<file path="config.mk">
export PLATFORM = sky130hd
export DESIGN_NAME = lsu_request_flat
export DESIGN_NICKNAME = d
export VERILOG_FILES = /design/src/rtl/lsu_request_pkg.sv /design/src/rtl/lsu_request_if.sv /design/src/rtl/lsu_request_load_align.sv /design/src/rtl/lsu_request.sv /design/src/flat_wrapper.sv
export SDC_FILE = /design/constraint.sdc
export NUM_CORES = 1
export LEC_CHECK = 0
export CAP_MARGIN = 20
export CORE_MARGIN = 8
export CORE_UTILIZATION = 43
export CTS_BUF_LIST = sky130_fd_sc_hd__clkbuf_2 sky130_fd_sc_hd__clkbuf_4 sky130_fd_sc_hd__clkbuf_8
export DETAILED_ROUTE_END_ITERATION = 8
export GPL_ROUTABILITY_DRIVEN = 0
export PLACE_DENSITY_LB_ADDON = 0.05
export SLEW_MARGIN = 5
export SYNTH_ARGS = -nofsm -noshare
export SYNTH_HDL_FRONTEND = slang
export SYNTH_SLANG_ARGS = --single-unit
</file>
<file path="constraint.sdc">
create_clock -name clock -period 1.8 [get_ports clock]
set_clock_uncertainty 0.05 [all_clocks]
set_input_delay 0.27 -clock clock [delete_from_list [all_inputs] [get_ports clock]]
set_output_delay 0.27 -clock clock [all_outputs]
set_load 0.005 [all_outputs]
</file>
<file path="src/rtl/lsu_request_pkg.sv">
// Shared core types for the data-memory request path.
// LSU_MISALIGN_FAULT_EN adds the FAULT state and misalignment trapping.
package lsu_request_pkg;

    localparam int XLEN = 32;

    typedef enum logic [1:0] {
        SIZE_BYTE = 2'd0,
        SIZE_HALF = 2'd1,
        SIZE_WORD = 2'd2
    } mem_size_t;

`ifdef LSU_MISALIGN_FAULT_EN
    typedef enum logic [1:0] {ST_IDLE, ST_REQ, ST_WAIT, ST_FAULT} lsu_state_t;
`else
    typedef enum logic [1:0] {ST_IDLE, ST_REQ, ST_WAIT} lsu_state_t;
`endif

    // Byte lane the access starts on; low bits a size cannot use are dropped.
    function automatic logic [1:0] eff_offset(input logic [1:0] size, input logic [1:0] off);
        case (size)
            2'd0:    return off;
            2'd1:    return {off[1], 1'b0};
            default: return 2'b00;
        endcase
    endfunction

    function automatic logic [3:0] byte_en(input logic [1:0] size, input logic [1:0] off);
        case (size)
            2'd0:    return 4'b0001 << off;
            2'd1:    return 4'b0011 << {off[1], 1'b0};
            default: return 4'b1111;
        endcase
    endfunction

    function automatic logic [XLEN-1:0] store_lanes(input logic [1:0] size, input logic [XLEN-1:0] wdata);
        case (size)
            2'd0:    return {4{wdata[7:0]}};
            2'd1:    return {2{wdata[15:0]}};
            default: return wdata;
        endcase
    endfunction

    function automatic logic misaligned(input logic [1:0] size, input logic [1:0] off);
        return (size == 2'd1 && off[0]) || (size == 2'd2 && off != 2'b00) || (size == 2'd3);
    endfunction

endpackage

</file>
<file path="src/rtl/lsu_request_if.sv">
// req/gnt/rvalid data-memory port; master is the LSU, slave is the memory.
interface lsu_request_if;
    import lsu_request_pkg::*;

    logic            mem_req;
    logic            mem_gnt;
    logic            mem_we;
    logic [XLEN-1:0] mem_addr;
    logic [3:0]      mem_be;
    logic [XLEN-1:0] mem_wdata;
    logic            mem_rvalid;
    logic [XLEN-1:0] mem_rdata;

    modport master (
        output mem_req, mem_we, mem_addr, mem_be, mem_wdata,
        input  mem_gnt, mem_rvalid, mem_rdata
    );

    modport slave (
        input  mem_req, mem_we, mem_addr, mem_be, mem_wdata,
        output mem_gnt, mem_rvalid, mem_rdata
    );

endinterface

</file>
<file path="src/rtl/lsu_request_load_align.sv">
// Load data alignment: shift lane down, mask to size, sign/zero extend.
// Purely combinational; no flow control.
module lsu_load_align
    import lsu_request_pkg::*;
(
    input  logic [XLEN-1:0] rdata,
    input  logic [1:0]      offset,
    input  mem_size_t       size,
    input  logic            uns,
    output logic [XLEN-1:0] word
);

    logic [XLEN-1:0] shifted;

    always_comb begin
        shifted = rdata >> {offset, 3'b000};
        word    = shifted;
        case (size)
            SIZE_BYTE: word = {{(XLEN-8){~uns & shifted[7]}}, shifted[7:0]};
            SIZE_HALF: word = {{(XLEN-16){~uns & shifted[15]}}, shifted[15:0]};
            default:   word = shifted;
        endcase
    end

endmodule

</file>
<file path="src/rtl/lsu_request.sv">
// Data-memory initiator: one access in flight, response 3 cycles after accept minimum.
// req_ready only in IDLE; gnt/rvalid stalls extend latency. Macro: LSU_MISALIGN_FAULT_EN.
module lsu_request
    import lsu_request_pkg::*;
(
    input  logic              clock,
    input  logic              reset,
    input  logic              req_valid,
    output logic              req_ready,
    input  logic              req_write,
    input  logic [1:0]        req_size,
    input  logic              req_unsigned,
    input  logic [XLEN-1:0]   req_addr,
    input  logic [XLEN-1:0]   req_wdata,
    output logic              resp_valid,
    output logic [XLEN-1:0]   resp_rdata,
    output logic              resp_fault,
    lsu_request_if.master     mem
);

    lsu_state_t      state, state_nxt;
    logic            write_q;
    mem_size_t       size_q;
    logic            uns_q;
    logic [1:0]      off_q;
    logic            accept;
    logic            bad_req;
    mem_size_t       size_in;
    logic [XLEN-1:0] load_word;

    assign accept  = req_valid && req_ready;
    assign size_in = (req_size == 2'd3) ? SIZE_WORD : mem_size_t'(req_size);

`ifdef LSU_MISALIGN_FAULT_EN
    assign bad_req = misaligned(req_size, req_addr[1:0]);
`else
    assign bad_req = 1'b0;
`endif

    always_ff @(posedge clock) begin
        if (reset) state <= ST_IDLE;
        else       state <= state_nxt;
    end

    always_comb begin
        state_nxt   = state;
        req_ready   = 1'b0;
        mem.mem_req = 1'b0;
        case (state)
            ST_IDLE: begin
                req_ready = 1'b1;
                if (req_valid) state_nxt = bad_req ? lsu_state_t'(2'd3) : ST_REQ;
            end
            ST_REQ: begin
                mem.mem_req = 1'b1;
                if (mem.mem_gnt) state_nxt = ST_WAIT;
            end
            ST_WAIT: begin
                if (mem.mem_rvalid) state_nxt = ST_IDLE;
            end
            default: state_nxt = ST_IDLE;
        endcase
    end

    lsu_load_align u_align (
        .rdata  (mem.mem_rdata),
        .offset (off_q),
        .size   (size_q),
        .uns    (uns_q),
        .word   (load_word)
    );

    logic fault_q;

    always_ff @(posedge clock) begin
        if (reset) begin
            write_q       <= 1'b0;
            size_q        <= SIZE_BYTE;
            uns_q         <= 1'b0;
            off_q         <= 2'b00;
            mem.mem_we    <= 1'b0;
            mem.mem_addr  <= '0;
            mem.mem_be    <= 4'b0000;
            mem.mem_wdata <= '0;
            resp_valid    <= 1'b0;
            resp_rdata    <= '0;
            fault_q       <= 1'b0;
        end else begin
            resp_valid <= 1'b0;
            if (accept) begin
                write_q       <= req_write;
                size_q        <= size_in;
                uns_q         <= req_unsigned;
                off_q         <= eff_offset(size_in, req_addr[1:0]);
                mem.mem_we    <= req_write;
                mem.mem_addr  <= {req_addr[XLEN-1:2], 2'b00};
                mem.mem_be    <= byte_en(size_in, req_addr[1:0]);
                mem.mem_wdata <= store_lanes(size_in, req_wdata);
            end
            if (state == ST_WAIT && mem.mem_rvalid) begin
                resp_valid <= 1'b1;
                resp_rdata <= write_q ? '0 : load_word;
                fault_q    <= 1'b0;
            end
`ifdef LSU_MISALIGN_FAULT_EN
            if (state == ST_FAULT) begin
                resp_valid <= 1'b1;
                resp_rdata <= '0;
                fault_q    <= 1'b1;
            end
`endif
        end
    end

`ifdef LSU_MISALIGN_FAULT_EN
    assign resp_fault = fault_q;
`else
    assign resp_fault = 1'b0;
    logic unused_fault;
    assign unused_fault = fault_q;
`endif

endmodule

</file>
<file path="src/flat_wrapper.sv">
// flat-port wrapper written by rule: the top's interface ports become plain ports
module lsu_request_flat import lsu_request_pkg::*;
  (clock, reset, req_valid, req_ready, req_write, req_size, req_unsigned, req_addr, req_wdata, resp_valid, resp_rdata, resp_fault, mem_mem_req, mem_mem_we, mem_mem_addr, mem_mem_be, mem_mem_wdata, mem_mem_gnt, mem_mem_rvalid, mem_mem_rdata);
  lsu_request_if mem_i ();
  input  logic clock;
  input  logic reset;
  input  logic req_valid;
  output logic req_ready;
  input  logic req_write;
  input  logic [1:0] req_size;
  input  logic req_unsigned;
  input  logic [XLEN-1:0] req_addr;
  input  logic [XLEN-1:0] req_wdata;
  output logic resp_valid;
  output logic [XLEN-1:0] resp_rdata;
  output logic resp_fault;
  output wire logic [$bits(mem_i.mem_req)-1:0] mem_mem_req;
  output wire logic [$bits(mem_i.mem_we)-1:0] mem_mem_we;
  output wire logic [$bits(mem_i.mem_addr)-1:0] mem_mem_addr;
  output wire logic [$bits(mem_i.mem_be)-1:0] mem_mem_be;
  output wire logic [$bits(mem_i.mem_wdata)-1:0] mem_mem_wdata;
  input wire logic [$bits(mem_i.mem_gnt)-1:0] mem_mem_gnt;
  input wire logic [$bits(mem_i.mem_rvalid)-1:0] mem_mem_rvalid;
  input wire logic [$bits(mem_i.mem_rdata)-1:0] mem_mem_rdata;
  assign mem_mem_req = mem_i.mem_req;
  assign mem_mem_we = mem_i.mem_we;
  assign mem_mem_addr = mem_i.mem_addr;
  assign mem_mem_be = mem_i.mem_be;
  assign mem_mem_wdata = mem_i.mem_wdata;
  assign mem_i.mem_gnt = mem_mem_gnt;
  assign mem_i.mem_rvalid = mem_mem_rvalid;
  assign mem_i.mem_rdata = mem_mem_rdata;
  lsu_request u_core (.clock(clock), .reset(reset), .req_valid(req_valid), .req_ready(req_ready), .req_write(req_write), .req_size(req_size), .req_unsigned(req_unsigned), .req_addr(req_addr), .req_wdata(req_wdata), .resp_valid(resp_valid), .resp_rdata(resp_rdata), .resp_fault(resp_fault), .mem(mem_i));
endmodule
</file>
==> impl_metrics.py, run 1 <==
metrics = {
    "grt": {
        "grt.total_usage": 0.211,
        "grt_max_degree": 60,
        "grt_pass1_wl_um": 24700,
        "antenna_found_initial": 0,
        "grt_pass1_vias": 4684,
        "overflow": 0,
    },
    "timing": {
        "fmax_mhz": 592,
        "rsz0062_at_grt": "no",
        "slew_headroom": 0.584,
        "worst_slew_pin_slew_ps": 621,
        "setup_violations": 0,
        "finalHoldViolCount": 0,
        "timing.final.crit_share": 0.939,
        "final.setup.tns_ps": 0,
        "drv_slew": 0,
        "fin_ws_ps": 111,
        "post-route-min-period_ps": 1690,
    },
    "place": {
        "place_ws_ps": -275,
        "io_buffers": 206,
        "placement.cell_area_um2": 6960,
        "dpl.hpwl_um": 11700,
    },
    "route": {
        "num_vias": 4607,
        "viasPerCell": 5.24,
        "drtIter0Drc": 280,
        "drc": 0,
        "routedWlPerCell_um": 17.5,
        "firstDrtPassIters": 4,
        "ant_nets": 0,
        "totalWireLength_um": 15400,
    },
    "clocking": {
        "htree_levels": 3,
        "root_buffer": "clkbuf_8",
        "cts_setup_buffers": 0,
        "clock_latency_ps": 350,
        "cts_buffer_depth": 2,
        "clk_pin_slew_ps": 110,
        "numCtsBuffers": 9,
        "holdBufCountCts": 0,
        "cts_sinks": 107,
        "cts_tree": "done",
    },
    "finish": {
        "nFillCells": 870,
        "layout_commonest_cell": "clkdlybuf4s50_1",
        "synthToLayoutAreaGrowth_pct": 56.1,
        "final_cell_mix": "204 x clkdlybuf4s50_1, 128 x nand2_1, 105 x dfxtp_1",
        "fin_util": 0.693,
        "fin_nets": 843,
        "final_cell_area_um2": 7180,
        "antenna_cells": 0,
        "drive_above_1_share": 0.105,
    },
    "floorplanning": {
        "initial_core_util": 0.444,
        "rows": 37,
        "fp.dieW_um": 119,
        "die_area_um2": 14300,
        "core_um2": 10400,
        "ios": 210,
        "dieHeight_um": 119,
    },
    "synthesis": {
        "postSynthAreaPerCell_um2": 8.68,
        "ys.flop_type": "dfxtp_1",
        "synth-async-reset-ratio": 0,
        "synth_seq_cells": 107,
        "synth-seq-area-share": 0.465,
        "syn_inst": 530,
        "synth.cell_area_um2": 4600,
        "synth_edf_count": 0,
        "yosys_warnings": 0,
        "ys_types": 36,
    },
    "setup_path": {
        "arrival_ps": 1370,
        "worst_ep_required_time_ps": 1480,
        "critical_path_class": "reg -> out",
        "critPathLaunchType": "flip-flop",
        "path_max_fanout": 7,
        "cp-end-kind": "output port",
    },
    "power_and_ir_drop": {
        "p_leak_nw": 2.68,
        "power_density_nw_per_um2": 725,
        "p_total_mw": 5.21,
        "ir_drop_v": 0.000392,
    },
    "outcome": {
        "status": "finished, final reports clean",
    },
    "job": {
        "maxCapViolCount": 0,
    },
    "worst_hold_path": {
        "hold_path_class": "in -> reg",
    },
}
[cells in the mapped netlist (2+ instances only)]
master    number  area share
mux2_2         8       0.020
clkbuf_1      24       0.020
a22o_1         7       0.013
buf_4          6      0.0098
dfxtp_1      107        0.47
a32oi_1        8       0.015
nand2b_1       4      0.0054
a22oi_1       18       0.029
nand2_1      128        0.10
a311oi_1       9       0.017
buf_2         14       0.015
o21ai_0       33       0.036
nor3_1         2      0.0022
nor2_1        35       0.029
mux2i_1       24       0.052
a21oi_1       62       0.067
a211oi_1       9       0.015
mux4_2         8       0.039
nor2b_1        3      0.0041
nand3b_1       4      0.0065
buf_6          2      0.0049
[flip-flops by register name, indices dropped and copies added, names as in the netlist, 2 cells and up]
signal / cells
u_core.mem.mem_addr: 30
u_core.mem.mem_be: 4
u_core.mem.mem_wdata: 32
u_core.off_q: 2
u_core.resp_rdata: 32
u_core.size_q: 2
u_core.state: 2
[critical path, cell delays in order, from the launching register on]
cell,delay [ps]
dfxtp_2,380
nor2_1,110
clkdlybuf4s50_1,520
[logic make-up (layout without fill, tap and decap cells)]
kind of cell	count (synthesis)	in the layout	share of synthesized area
muxes	40	40	0.111
and+or+nand+nor	183	183	0.167
AOI/OAI and AO/OA	152	152	0.206
buffers and inverters	47	258	0.0503
DFF	107	107	0.465
other	1	3	0.000815
[layer usage]
layer,vias up,part of all wire,global-route usage
met4,0,0.020,0.0710
li1,2271,-,-
met3,23,0.11,0.0798
met1,2127,0.41,0.259
met2,186,0.46,0.332
met5,-,0,0
[cell type report]
| class | count | area (µm²) | share of cell area |
|---|---|---|---|
| Timing Repair Buffer | 242 | 2400 | 0.335 |
| Sequential cell | 107 | 2150 | 0.299 |
| Clock buffer | 10 | 138 | 0.0192 |
| Multi-Input combinational cell | 378 | 2250 | 0.313 |
| Tap cell | 136 | 170 | 0.0237 |
| Clock inverter | 6 | 72.6 | 0.0101 |
[what timing repair did]
| action | CTS | global route |
|---|---|---|
| endpoints found under the setup margin | 9 | 16 |
| gates resized for setup | 5 | 2 |
| gates cloned | 0 | 0 |
[power breakdown]
part | internal [mW] | switching [mW]
logic | 0.634 | 0.463
clock network | 0.695 | 0.848
registers | 2.50 | 0.0753
total | 3.83 | 1.39
[per-stage QoR]
stage | hold WS (ps) | cells
2_1_floorplan | 356 | 532
3_3_place_gp | 391 | 863
3_5_place_dp | 396 | 863
4_1_cts | 376 | 879
5_1_grt | 380 | 879
6_report | 367 | 879
[path summary, 6_finish.rpt]
check                                  startpoint                                   end  slack, ps  cells after the start
max                  u_core.state[1]$_SDFFE_PP0P_                             req_ready        110                      2
min                                         reset     u_core.resp_rdata[8]$_SDFFE_PP0P_        370                      3
max reg2reg          u_core.off_q[0]$_SDFFE_PP0P_     u_core.resp_rdata[0]$_SDFFE_PP0P_        160                      4
min reg2reg  u_core.mem.mem_addr[28]$_SDFFE_PP0P_  u_core.mem.mem_addr[28]$_SDFFE_PP0P_        410                      2
No activity file was read; power rests on OpenSTA's default activity.
==> run 2: changes to the inputs <==
CORE_MARGIN = 4   (was 8)
CTS_CLUSTER_DIAMETER = 120   (was default)
==> impl_metrics.py, run 2 (same netlist as run 1, synthesis figures left out) <==
metrics = {
    "timing": {
        "setup_violations": 0,
        "whs_ps": 146,
        "rsz0062_at_grt": "no",
        "fmax_mhz": 594,
        "worst_slew_pin_slew_ps": 630,
        "finalHoldViolCount": 0,
        "timing.final.crit_share": 0.935,
        "post-route-min-period_ps": 1680,
        "drv_slew": 0,
        "slew_headroom": 0.578,
    },
    "grt": {
        "grt.total_usage": 0.229,
        "grt_pass1_vias": 4631,
        "overflow": 0,
        "antenna_found_initial": 0,
        "grt_pass1_wl_um": 23500,
        "grt_max_degree": 57,
    },
    "setup_path": {
        "path_max_fanout": 4,
        "worst_ep_required_time_ps": 1480,
        "cp-end-kind": "output port",
        "r2r-start": "u_core.state[0]$_SDFFE_PP0P_",
        "critical_path_class": "reg -> out",
        "path_delay_family": "buffers and inverters",
        "worstRegToRegCells": 5,
        "arrival_ps": 1360,
        "cp.buffers_inverters": 1,
        "slowest_delay_ps": 580,
        "slowest_stage": "clkdlybuf4s50_1",
        "r2r-end": "u_core.mem.mem_addr[24]$_SDFFE_PP0P_",
        "path_cells": "clkdlybuf4s50_1",
        "r2r_slack_ps": 170,
        "critPathLaunchType": "flip-flop",
    },
    "power_and_ir_drop": {
        "ir_drop_v": 0.000484,
        "p_total_mw": 5.20,
        "p_leak_nw": 2.68,
        "power_density_nw_per_um2": 724,
    },
    "route": {
        "ant_nets": 0,
        "drtIter0Drc": 229,
        "firstDrtPassIters": 5,
        "viasPerCell": 5.24,
        "num_vias": 4624,
        "routedWlPerCell_um": 16.4,
        "totalWireLength_um": 14400,
        "drc": 0,
    },
    "worst_hold_path": {
        "hold_path_end": "u_core.resp_rdata[16]$_SDFFE_PP0P_",
        "hold_path_class": "in -> reg",
        "whs_path_depth": 2,
        "min_from": "reset",
    },
    "finish": {
        "antenna_cells": 0,
        "final_cell_area_um2": 7190,
        "top_regs": "u_core.mem.mem_wdata: 32 flops, u_core.resp_rdata: 32 flops, u_core.mem.mem_addr: 30 flops",
        "synthToLayoutAreaGrowth_pct": 56.2,
        "layout_commonest_cell": "clkdlybuf4s50_1",
        "final_cell_mix": "203 x clkdlybuf4s50_1, 128 x nand2_1, 107 x dfxtp_1",
        "drive_above_1_share": 0.106,
        "fin_nets": 846,
        "fin_cells": 882,
    },
    "clocking": {
        "htree_levels": 3,
        "clock_latency_ps": 360,
        "cts_buffer_depth": 2,
        "clk_pin_slew_ps": 100,
        "cts_sinks": 107,
        "numCtsBuffers": 9,
        "holdBufCountCts": 0,
        "cts_tree": "done",
        "root_buffer": "clkbuf_8",
    },
    "floorplanning": {
        "dieHeight_um": 111,
        "fp.dieW_um": 111,
        "die_area_um2": 12400,
        "initial_core_util": 0.444,
        "core_um2": 10400,
        "rows": 37,
        "ios": 210,
    },
    "outcome": {
        "status": "finished, final reports clean",
    },
    "place": {
        "dpl.hpwl_um": 10900,
        "io_buffers": 206,
        "placement.cell_area_um2": 6970,
        "dp.cells": 866,
    },
    "job": {
        "maxCapViolCount": 0,
    },
}
==> run 2: worst max path at each step <==
| stage | start | end | slack, ps | cells past startpoint |
|---|---|---|---|---|
| after global placement | mem_mem_rvalid | u_core.resp_rdata[10]$_SDFFE_PP0P_ | -150 | 4 |
| after global routing | u_core.off_q[1]$_SDFFE_PP0P_ | u_core.resp_rdata[13]$_SDFFE_PP0P_ | 30 | 5 |
| after detailed placement | mem_mem_rvalid | u_core.resp_rdata[12]$_SDFFE_PP0P_ | -220 | 4 |
| after floorplan | u_core.off_q[1]$_SDFFE_PP0P_ | u_core.resp_rdata[22]$_SDFFE_PP0P_ | 200 | 4 |
| after CTS | u_core.state[0]$_SDFFE_PP0P_ | req_ready | 7 | 3 |
| final | u_core.write_q$_SDFFE_PP0P_ | mem_mem_we | 120 | 1 |
==> run 2: per-stage QoR <==
step                utilization  setup TNS (ps)  setup slack, ps
finish                    0.693               0              116
global route              0.693               0             31.3
floorplan                     -               0              195
CTS                       0.692               0             7.22
global placement          0.672           -6690             -151
detailed placement        0.672           -8720             -225
==> run 2: metal layers <==
metal / global-route usage / share of wire
met1: 0.290 / 0.42
met2: 0.374 / 0.47
met3: 0.0707 / 0.084
met4: 0.0722 / 0.020
met5: 0 / 0
==> run 2: worst register-to-register path: stages (launching register included) <==
cell and delay, ps:
dfxtp_1 340, buf_4 140, or3b_2 570, buf_4 250, nand2_1 90, a21oi_1 80
==> run 2: report_power, final <==
part           internal (mW)  switching, mW
Sequential              2.50         0.0743
Combinational          0.636          0.461
Clock                  0.695          0.840
Total                   3.83           1.38
==> run 2: timing repair <==
item                       CTS  global route
setup endpoints to repair    1            16
buffers inserted             0             0
gates resized for setup      2             3
==> run 2: final cells by class <==
class	count	area, µm²
Clock buffer	10	138
Clock inverter	6	68.8
Fill cell	850	3180
Multi-Input combinational cell	378	2250
Sequential cell	107	2140
Tap cell	136	170
Timing Repair Buffer	245	2420
==> run 3: changes to the inputs <==
CELL_PAD_IN_SITES_DETAIL_PLACEMENT = 2   (was default)
CELL_PAD_IN_SITES_GLOBAL_PLACEMENT = 2   (was default)
CORE_ASPECT_RATIO = 1.75   (was default)
CORE_UTILIZATION = 24   (was 43)
==> impl_metrics.py, run 3 (same netlist as run 1, synthesis figures left out) <==
metrics = {
    "power_and_ir_drop": {
        "p_int_mw": 3.90,
        "p_seq_frac": 0.480,
        "combPwrFrac": 0.218,
        "p_total_mw": 5.37,
        "p_leak_nw": 2.70,
        "ir_drop_v": 0.000314,
        "switchingPower_mw": 1.47,
        "pwr-share-clk": 0.302,
        "p_sw_frac": 0.273,
        "power_density_nw_per_um2": 729,
    },
    "timing": {
        "finalHoldViolCount": 0,
        "fmax_mhz": 583,
        "whs_ps": 240,
        "post-route-min-period_ps": 1710,
        "worst_slew_pin_slew_ps": 564,
        "slew_headroom": 0.622,
        "drv_slew": 0,
        "rsz0062_at_grt": "no",
        "setup_violations": 0,
        "timing.final.crit_share": 0.953,
    },
    "grt": {
        "grt.total_usage": 0.188,
        "grt_max_degree": 42,
        "grt_pass1_vias": 5309,
        "antenna_found_initial": 0,
        "overflow": 0,
        "grt_pass1_wl_um": 31000,
    },
    "route": {
        "ant_nets": 0,
        "viasPerCell": 4.86,
        "drc": 0,
        "num_vias": 4792,
        "totalWireLength_um": 20400,
        "firstDrtPassIters": 4,
        "routedWlPerCell_um": 20.7,
        "drtIter0Drc": 138,
    },
    "setup_path": {
        "worst_ep_required_time_ps": 2010,
        "r2r_slack_ps": 120,
        "worstRegToRegCells": 4,
        "arrival_ps": 1930,
        "critical_path_class": "in -> reg",
        "r2r-end": "u_core.resp_rdata[6]$_SDFFE_PP0P_",
        "critPathLaunchType": "input port",
        "r2r-start": "u_core.off_q[0]$_SDFFE_PP0P_",
        "cp-end-kind": "flip-flop",
        "path_max_fanout": 16,
    },
    "place": {
        "dpl.hpwl_um": 15900,
        "io_buffers": 206,
        "placement.cell_area_um2": 7150,
    },
    "finish": {
        "top_regs": "u_core.mem.mem_wdata: 32 flops, u_core.resp_rdata: 32 flops, u_core.mem.mem_addr: 30 flops",
        "final_cell_area_um2": 7370,
        "fin_nets": 848,
        "seq_area_um2": 2150,
        "antenna_cells": 0,
        "nFillCells": 2120,
        "multi_input_area_um2": 2250,
        "drive_above_1_share": 0.111,
        "final_cell_mix": "204 x clkdlybuf4s50_1, 128 x nand2_1, 105 x dfxtp_1",
        "layout_commonest_cell": "clkdlybuf4s50_1",
        "synthToLayoutAreaGrowth_pct": 60.2,
    },
    "floorplanning": {
        "core_um2": 18700,
        "fp.dieW_um": 113,
        "rows": 66,
        "ios": 210,
        "initial_core_util": 0.245,
        "dieHeight_um": 191,
        "die_area_um2": 21500,
    },
    "clocking": {
        "holdBufCountCts": 0,
        "htree_levels": 3,
        "numCtsBuffers": 9,
        "clk_pin_slew_ps": 110,
        "cts_buffer_depth": 2,
        "root_buffer": "clkbuf_8",
        "clock_latency_ps": 380,
        "cts_tree": "done",
        "cts_sinks": 107,
        "cts_setup_buffers": 0,
    },
    "worst_hold_path": {
        "hold_path_end": "u_core.mem.mem_addr[9]$_SDFFE_PP0P_",
        "hold_path_class": "in -> reg",
        "min_from": "reset",
        "whs_path_depth": 2,
    },
    "outcome": {
        "status": "finished, final reports clean",
    },
    "job": {
        "maxCapViolCount": 0,
    },
}
-- run 3: critical path, cell delays in order --
cell	delay, ps
clkdlybuf4s50_1	540
mux4_2	570
o2111ai_2	270
buf_12	180
o21ai_0	90
-- run 3: how the worst max path moves through the flow --
stage / from / end / cells after the start
final: mem_mem_rdata[31] / u_core.resp_rdata[22]$_SDFFE_PP0P_ / 5
after global routing: u_core.state[1]$_SDFFE_PP0P_ / req_ready / 2
after CTS: u_core.state[1]$_SDFFE_PP0P_ / req_ready / 2
after detailed placement: mem_mem_rdata[31] / u_core.resp_rdata[23]$_SDFFE_PP0P_ / 5
after global placement: mem_mem_rdata[31] / u_core.resp_rdata[23]$_SDFFE_PP0P_ / 5
after floorplan: u_core.off_q[1]$_SDFFE_PP0P_ / u_core.resp_rdata[22]$_SDFFE_PP0P_ / 4
-- run 3: per-layer routing --
metal	share of wire	global-route usage	up-vias	routed length [µm]
met5	0	0	-	0
met3	0.059	0.0516	24	1210
met2	0.56	0.371	158	11500
li1	-	-	2274	-
met1	0.34	0.179	2336	7000
met4	0.033	0.0759	0	679
-- run 3: area by class of cell --
cell class	instances	share of cell area
repair buffers	247	0.335
clock inverters	4	0.00645
well taps	238	0.0404
multi-input cells	378	0.305
clock buffers	12	0.0224
flip-flops and latches	107	0.291
-- run 3: metrics by stage --
step	util	std cells	setup WS, ps	setup TNS [ps]
floorplan	-	532	195	0
global placement	0.381	970	-276	-10650
detailed placement	0.381	970	-332	-13290
CTS	0.393	986	6.57	0
global route	0.393	986	3.19	0
finish	0.393	986	85.2	0
-- run 3: timing repair --
item | CTS | global route
endpoints found under the setup margin | 1 | 2
resized for setup | 4 | 2
endpoints found under the hold margin | 0 | 0
-- run 3: power by group through the flow --
stage | Sequential (mW) | Combinational [mW] | Clock [mW]
2_1_floorplan | 2.63 | 0.418 | 0
3_3_place_gp | 2.63 | 1.17 | 0
3_5_place_dp | 2.64 | 1.20 | 0
4_1_cts | 2.58 | 1.20 | 1.70
5_1_grt | 2.60 | 1.28 | 1.82
6_report | 2.58 | 1.17 | 1.62
